### src/rtl/regfile_pkg.sv
// ---------------------------------------------------------------------------
// regfile_pkg
//   Shared definitions for the multiport register file slice.
//   - state_t : clear-engine states (ST_CLEAR = 1'b0, ST_READY = 1'b1)
//   - clog2() : ceiling log2, used to size address ports from DEPTH
//   Optional feature macro used by this slice: REGFILE_BYPASS_EN
// ---------------------------------------------------------------------------
package regfile_pkg;

  typedef enum logic {
    ST_CLEAR = 1'b0,
    ST_READY = 1'b1
  } state_t;

  localparam int DEFAULT_DATA_W = 32;
  localparam int DEFAULT_DEPTH  = 32;
  localparam int DEFAULT_NUM_RD = 2;

  // Ceiling log2; clog2(1) == 0, clog2(32) == 5, clog2(33) == 6.
  function automatic int clog2(input int value);
    int result;
    int span;
    result = 0;
    span   = 1;
    while (span < value) begin
      span   = span * 2;
      result = result + 1;
    end
    return result;
  endfunction

endpackage

### src/rtl/regfile_clear_fsm.sv
// ---------------------------------------------------------------------------
// regfile_clear_fsm
//   Sequential clear engine for the register file. After reset or a soft
//   clear request it walks entries 1..DEPTH-1, zeroing one per cycle, then
//   raises ready. Entry 0 is hardwired zero in the top and never visited.
//
// Ports
//   clk        in   1        clock, all updates on posedge
//   reset      in   1        synchronous, active-low
//   clear_req  in   1        soft clear request, honoured only while ready=1
//   ready      out  1        1 = clear finished, normal writes allowed
//   clr_we     out  1        zero-write strobe for entry clr_idx this cycle
//   clr_idx    out  ADDR_W   entry being zeroed
//
// Macros: none (REGFILE_BYPASS_EN only affects the top level).
// ---------------------------------------------------------------------------
module regfile_clear_fsm
  import regfile_pkg::*;
#(
  parameter int DEPTH  = DEFAULT_DEPTH,
  parameter int ADDR_W = clog2(DEPTH)
) (
  input  logic              clk,
  input  logic              reset,
  input  logic              clear_req,
  output logic              ready,
  output logic              clr_we,
  output logic [ADDR_W-1:0] clr_idx
);

  localparam logic [ADDR_W-1:0] FIRST_IDX = ADDR_W'(1);
  localparam logic [ADDR_W-1:0] LAST_IDX  = ADDR_W'(DEPTH - 1);

  state_t            state;
  state_t            state_nxt;
  logic [ADDR_W-1:0] idx_nxt;
  logic              ready_nxt;

  // State register. Reset leaves storage alone and restarts the walk at 1,
  // even if a clear was already in progress.
  always_ff @(posedge clk) begin
    if (!reset) begin
      state   <= ST_CLEAR;
      clr_idx <= FIRST_IDX;
      ready   <= 1'b0;
    end else begin
      state   <= state_nxt;
      clr_idx <= idx_nxt;
      ready   <= ready_nxt;
    end
  end

  // Next-state logic. The index saturates at DEPTH-1 so it never wraps
  // back onto entry 0.
  always_comb begin
    state_nxt = state;
    idx_nxt   = clr_idx;
    ready_nxt = ready;
    clr_we    = 1'b0;
    case (state)
      ST_CLEAR: begin
        // The reset cycle itself must not write storage.
        clr_we = reset;
        if (clr_idx == LAST_IDX) begin
          state_nxt = ST_READY;
          ready_nxt = 1'b1;
        end else begin
          idx_nxt = clr_idx + FIRST_IDX;
        end
      end
      ST_READY: begin
        if (clear_req) begin
          state_nxt = ST_CLEAR;
          idx_nxt   = FIRST_IDX;
          ready_nxt = 1'b0;
        end
      end
      default: begin
        state_nxt = ST_CLEAR;
        idx_nxt   = FIRST_IDX;
        ready_nxt = 1'b0;
      end
    endcase
  end

endmodule

### src/rtl/regfile_multiport.sv
// ---------------------------------------------------------------------------
// regfile_multiport
//   Parametrised register file: NUM_RD combinational read ports, two write
//   ports (wr1 late-load beats wr0 writeback), entry 0 hardwired to zero,
//   and a sequential clear engine that gates issue through ready.
//
// Ports
//   clk          in   1               clock
//   reset        in   1               synchronous, active-low
//   clear_req    in   1               soft clear request (sampled when ready=1)
//   ready        out  1               1 = clear done, writes accepted
//   wr0_en/addr/data  in              write port 0 (WB)
//   wr1_en/addr/data  in              write port 1 (late-load), higher priority
//   rd_addr      in   NUM_RD*ADDR_W   port k at [k*ADDR_W +: ADDR_W]
//   rd_data      out  NUM_RD*DATA_W   port k at [k*DATA_W +: DATA_W]
//   wr_conflict  out  1               registered pulse: both ports wrote the
//                                     same nonzero address last cycle
//
// Macro REGFILE_BYPASS_EN: when defined, reads forward same-cycle write data
//   (wr1 over wr0). When undefined, reads return stored contents only.
// ---------------------------------------------------------------------------
module regfile_multiport
  import regfile_pkg::*;
#(
  parameter  int DATA_W = DEFAULT_DATA_W,
  parameter  int DEPTH  = DEFAULT_DEPTH,
  parameter  int NUM_RD = DEFAULT_NUM_RD,
  localparam int ADDR_W = clog2(DEPTH)
) (
  input  logic                     clk,
  input  logic                     reset,
  input  logic                     clear_req,
  output logic                     ready,
  input  logic                     wr0_en,
  input  logic [ADDR_W-1:0]        wr0_addr,
  input  logic [DATA_W-1:0]        wr0_data,
  input  logic                     wr1_en,
  input  logic [ADDR_W-1:0]        wr1_addr,
  input  logic [DATA_W-1:0]        wr1_data,
  input  logic [NUM_RD*ADDR_W-1:0] rd_addr,
  output logic [NUM_RD*DATA_W-1:0] rd_data,
  output logic                     wr_conflict
);

  logic [DATA_W-1:0] mem [DEPTH];

  logic              clr_we;
  logic [ADDR_W-1:0] clr_idx;
  logic              wr_ok;
  logic              wr0_hit;
  logic              wr1_hit;

  regfile_clear_fsm #(
    .DEPTH  (DEPTH),
    .ADDR_W (ADDR_W)
  ) u_clear_fsm (
    .clk       (clk),
    .reset     (reset),
    .clear_req (clear_req),
    .ready     (ready),
    .clr_we    (clr_we),
    .clr_idx   (clr_idx)
  );

  // Writes need ready=1 and no reset in the same cycle; entry 0 is never stored.
  assign wr_ok   = ready && reset;
  assign wr0_hit = wr0_en && (wr0_addr != '0);
  assign wr1_hit = wr1_en && (wr1_addr != '0);

  // Storage write. wr1 is issued after wr0 so on an address collision its
  // non-blocking update lands last and wins.
  always_ff @(posedge clk) begin
    if (clr_we) begin
      mem[clr_idx] <= '0;
    end else if (wr_ok) begin
      if (wr0_hit) begin
        mem[wr0_addr] <= wr0_data;
      end
      if (wr1_hit) begin
        mem[wr1_addr] <= wr1_data;
      end
    end
  end

  always_ff @(posedge clk) begin
    if (!reset) begin
      wr_conflict <= 1'b0;
    end else begin
      wr_conflict <= wr_ok && wr0_hit && wr1_hit && (wr0_addr == wr1_addr);
    end
  end

  for (genvar k = 0; k < NUM_RD; k++) begin : g_rd
    logic [ADDR_W-1:0] addr;
    logic [DATA_W-1:0] word;

    assign addr = rd_addr[k*ADDR_W +: ADDR_W];

    always_comb begin
      word = '0;
      if (ready && (addr != '0)) begin
        word = mem[addr];
`ifdef REGFILE_BYPASS_EN
        if (wr0_en && (wr0_addr == addr)) begin
          word = wr0_data;
        end
        if (wr1_en && (wr1_addr == addr)) begin
          word = wr1_data;
        end
`endif
      end
    end

    assign rd_data[k*DATA_W +: DATA_W] = word;
  end

endmodule

### config.mk
export PLATFORM = sky130hd
export DESIGN_NAME = regfile_multiport
export DESIGN_NICKNAME = d
export VERILOG_FILES = /design/src/rtl/regfile_pkg.sv /design/src/rtl/regfile_clear_fsm.sv /design/src/rtl/regfile_multiport.sv
export SDC_FILE = /design/constraint.sdc
export NUM_CORES = 2
export LEC_CHECK = 0
export ABC_CLOCK_PERIOD_IN_PS = 5250
export CAP_MARGIN = 20
export CORE_UTILIZATION = 50
export CTS_BUF_LIST = sky130_fd_sc_hd__clkbuf_4
export DETAILED_ROUTE_END_ITERATION = 10
export PLACE_DENSITY_LB_ADDON = 0.08
export SLEW_MARGIN = 20
export SYNTH_ARGS = -nofsm -noshare
export SYNTH_HDL_FRONTEND = slang
export SYNTH_HIERARCHICAL = 1
export SYNTH_SLANG_ARGS = --single-unit
### constraint.sdc
create_clock -name clk -period 5.25 [get_ports clk]
set_input_delay 1.575 -clock clk [delete_from_list [all_inputs] [get_ports clk]]
set_output_delay 1.575 -clock clk [all_outputs]
set_load 0.05 [all_outputs]
==> results.toml <==
[outcome]
status = "complete, no violations"

[setup_path]
cp_slowest_cell = "nand4_1"
critPathArrivalTime_ns = 3.66
rrSetupSlack_ns = 1.79
cp_common_cell = "buf_4"
cp_top_family = "buffers and inverters"
path_class = "primary input to primary output"
critical_path_required_ns = 3.68
worst-path-max-fanout = 13
crit_path_max_incr_delay_ns = 0.45
cp-end-kind = "primary output"
worstPathCellList = "clkbuf_16 -> buf_4 -> buf_4 -> nor2b_4 -> buf_12 -> a22oi_1 -> nand3_1 -> nand4_1 -> buf_4 -> buf_8"
worst_setup_path_start_kind = "primary input"
worst-path-buf-inv = 6

[sta]
max_freq_mhz = 190.9
setup-violations-final = 0
finalMaxSlewViolations = 0
max_slew_margin_pct = 18.49
grt_setup_unrepaired = "false"
hold_viol = 0
setup_tns_ns = 0
max_slew.worst_pin.slew_ns = 1.220
period_share_pct = 99.78
skew_ns = 0.1069
fin_ws_ns = 0.01131
min_period_ns = 5.239

[die]
die_x_um = 349.8
ios = 155
core_area_um2 = 120000
fp.dieH_um = 349.8
initial_core_util_pct = 50.42
num_rows = 127
die-area_um2 = 122400

[placement]
gp_congestion = 0.9244
pre_cts_slack_ns = -0.3512
port_buffers = 154
dpl_cell_area_um2 = 65050
hpwl_mm = 144.8

[clocking]
htreeDepth = 5
cts_made_buffers = 305
clock_sinks = 1032
root_buffer = "clkbuf_4"
tritoncts = "yes"
clockBufferDepth = 4
clkTransAtPathRegs_ns = 0.06
clk_latency_ns = 1.27

[pwr]
total_leakage_power_uw = 0.02560
p_per_area_nw_per_um2 = 260.4
ir_drop_mv = 0.2003

[route]
routedWlPerCell_um = 33.40
antenna_left = 0
wl_mm = 246.5
vias = 49510
first_iter_violations = 7861
drt_first_pass_iters = 6
vias_per_cell = 6.708
post-route-drc-count = 0

[global_routing]
grt_usage_pct = 39.91
grt_pass1_wl_mm = 341.1
grt_max_degree = 65
grt_pass1_vias = 46780
overflow = 0
antenna_found_initial = 15

[finish]
design_area_um2 = 68860
syn_to_final_growth_pct = 13.84
nFillCells = 9965
fin_nets = 5677
layout-drive-gt1-share_pct = 22.22

[yosys]
syn_avg_cell_area_um2 = 11.18
yosysWarnings = 6
synthFlopType = "edfxtp_1"
synth_nets = 5504
ys_ff_latch = 1032
synthArstFlopShare_pct = 0
netlist_instances = 5412
syn_area_um2 = 60490
yosysSeqAreaShare_pct = 51.10
synth_edf_count = 1024
ys_types = 67

[job]
maxCapViolations = 0

[worst_hold_path]
hold_class = "flop to flop"
==> area by class of cell <==
type                       instances  area [um2]  area share (%)
inverter                          41       158.9          0.2308
tap                             1612        2017           2.929
clock inverter                    49       269.0          0.3907
multi-input combinational       3681       26390           38.33
antenna                           11       27.53         0.03997
timing repair buffer             524        5858           8.507
clock buffer                     430        3228           4.688
sequential                      1032       30910           44.89
==> tightest hold or removal path: cells and delay by family (launching register included) <==
family	cells	cell delay [ns]
AND/OR/NAND/NOR	1	0.05
flip-flops	1	0.33
AO/OA/AOI/OAI	1	0.12
==> repair_timing <==
| action | in CTS | in global routing |
|---|---|---|
| gates cloned | 1 | 3 |
| setup buffers | 11 | 3 |
| endpoints found under the hold margin | 0 | 0 |
| hold buffers | 0 | 0 |
| pin swaps | 9 | 2 |
| resized for setup | 23 | 11 |
| endpoints found under the setup margin | 16 | 5 |
==> power breakdown <==
group	internal [uW]	total, uW	switching, uW
Sequential	8990	9010	28.1
Clock	3860	7400	3540
Combinational	589	1510	923
Total	13400	17900	4500
==> final timing paths <==
check / start / end / cells past startpoint
worst max-delay path: rd_addr[0] / rd_data[18] / 10
worst min-delay path: u_clear_fsm/ready / u_clear_fsm/ready / 2
worst max register to register: u_clear_fsm/state / mem[30][7] / 7
worst min register to register: u_clear_fsm/ready / u_clear_fsm/ready / 2
==> placed cells by master, fill, tap and decap left out, types with 11 or more instances in the layout <==
cell	Yosys	final
inv_1	39	39
o21bai_4	0	31
edfxtp_1	1024	1024
nand4_1	68	68
o21ai_1	731	730
buf_4	162	293
buf_12	1	127
buf_2	193	23
a31oi_1	64	61
nand3_1	153	152
diode_2	0	11
clkinv_1	0	35
o21ai_0	269	269
mux4_2	253	253
clkbuf_4	1	430
a22oi_1	195	195
mux2i_1	518	518
nor4_4	21	30
clkdlybuf4s50_1	0	58
a22o_1	61	61
a21oi_1	70	69
nand2_1	1134	1134
==> sequential cells by signal, indices dropped and copies added (netlist names) <==
| signal | flops |
|---|---|
| mem | 1024 |
| u_clear_fsm/clr_idx | 5 |
| u_clear_fsm/ready | 1 |
| u_clear_fsm/state | 1 |
| wr_conflict | 1 |
==> synth_stat cells (70+ instances only) <==
master | n | area, um2
nand2_1 | 1134 | 4257
edfxtp_1 | 1024 | 30750
o21ai_1 | 731 | 3659
mux2i_1 | 518 | 5185
o21ai_0 | 269 | 1346
mux4_2 | 253 | 5698
clkbuf_1 | 243 | 912.1
a22oi_1 | 195 | 1464
buf_2 | 193 | 965.9
buf_4 | 162 | 1216
nand3_1 | 153 | 765.7
a21oi_1 | 70 | 350.3
==> through the flow <==
step,power [uW],cells,utilization (%),hold WS (ns)
global route,18430,7374,57.38,0.5946
global placement,10630,6874,54.24,0.5384
finish,17930,7380,57.40,0.5507
floorplan,10010,5412,-,0.5071
CTS,17930,7364,57.32,0.5411
detailed placement,10640,6874,54.22,0.5325
==> per-layer routing <==
metal | wire length, um | GRT usage [%] | part of all wire [%]
met5 | 27 | 0 | 0.011
met4 | 12320 | 18.81 | 5.0
met3 | 36840 | 12.41 | 15
met2 | 105700 | 58.43 | 43
met1 | 91670 | 54.07 | 37
==> kinds of logic after synthesis <==
group / Yosys count / share of synthesized area, %
xor gates and xnor gates: 4 / 0.05793
DFF: 1032 / 51.10
AOI/OAI and AO/OA: 1441 / 13.49
and+or+nand+nor: 1460 / 10.84
muxes: 773 / 18.03
buffers and inverters: 699 / 6.414
adders and majority gates: 3 / 0.06206
Note: power is estimated with default switching activity, not from simulation.
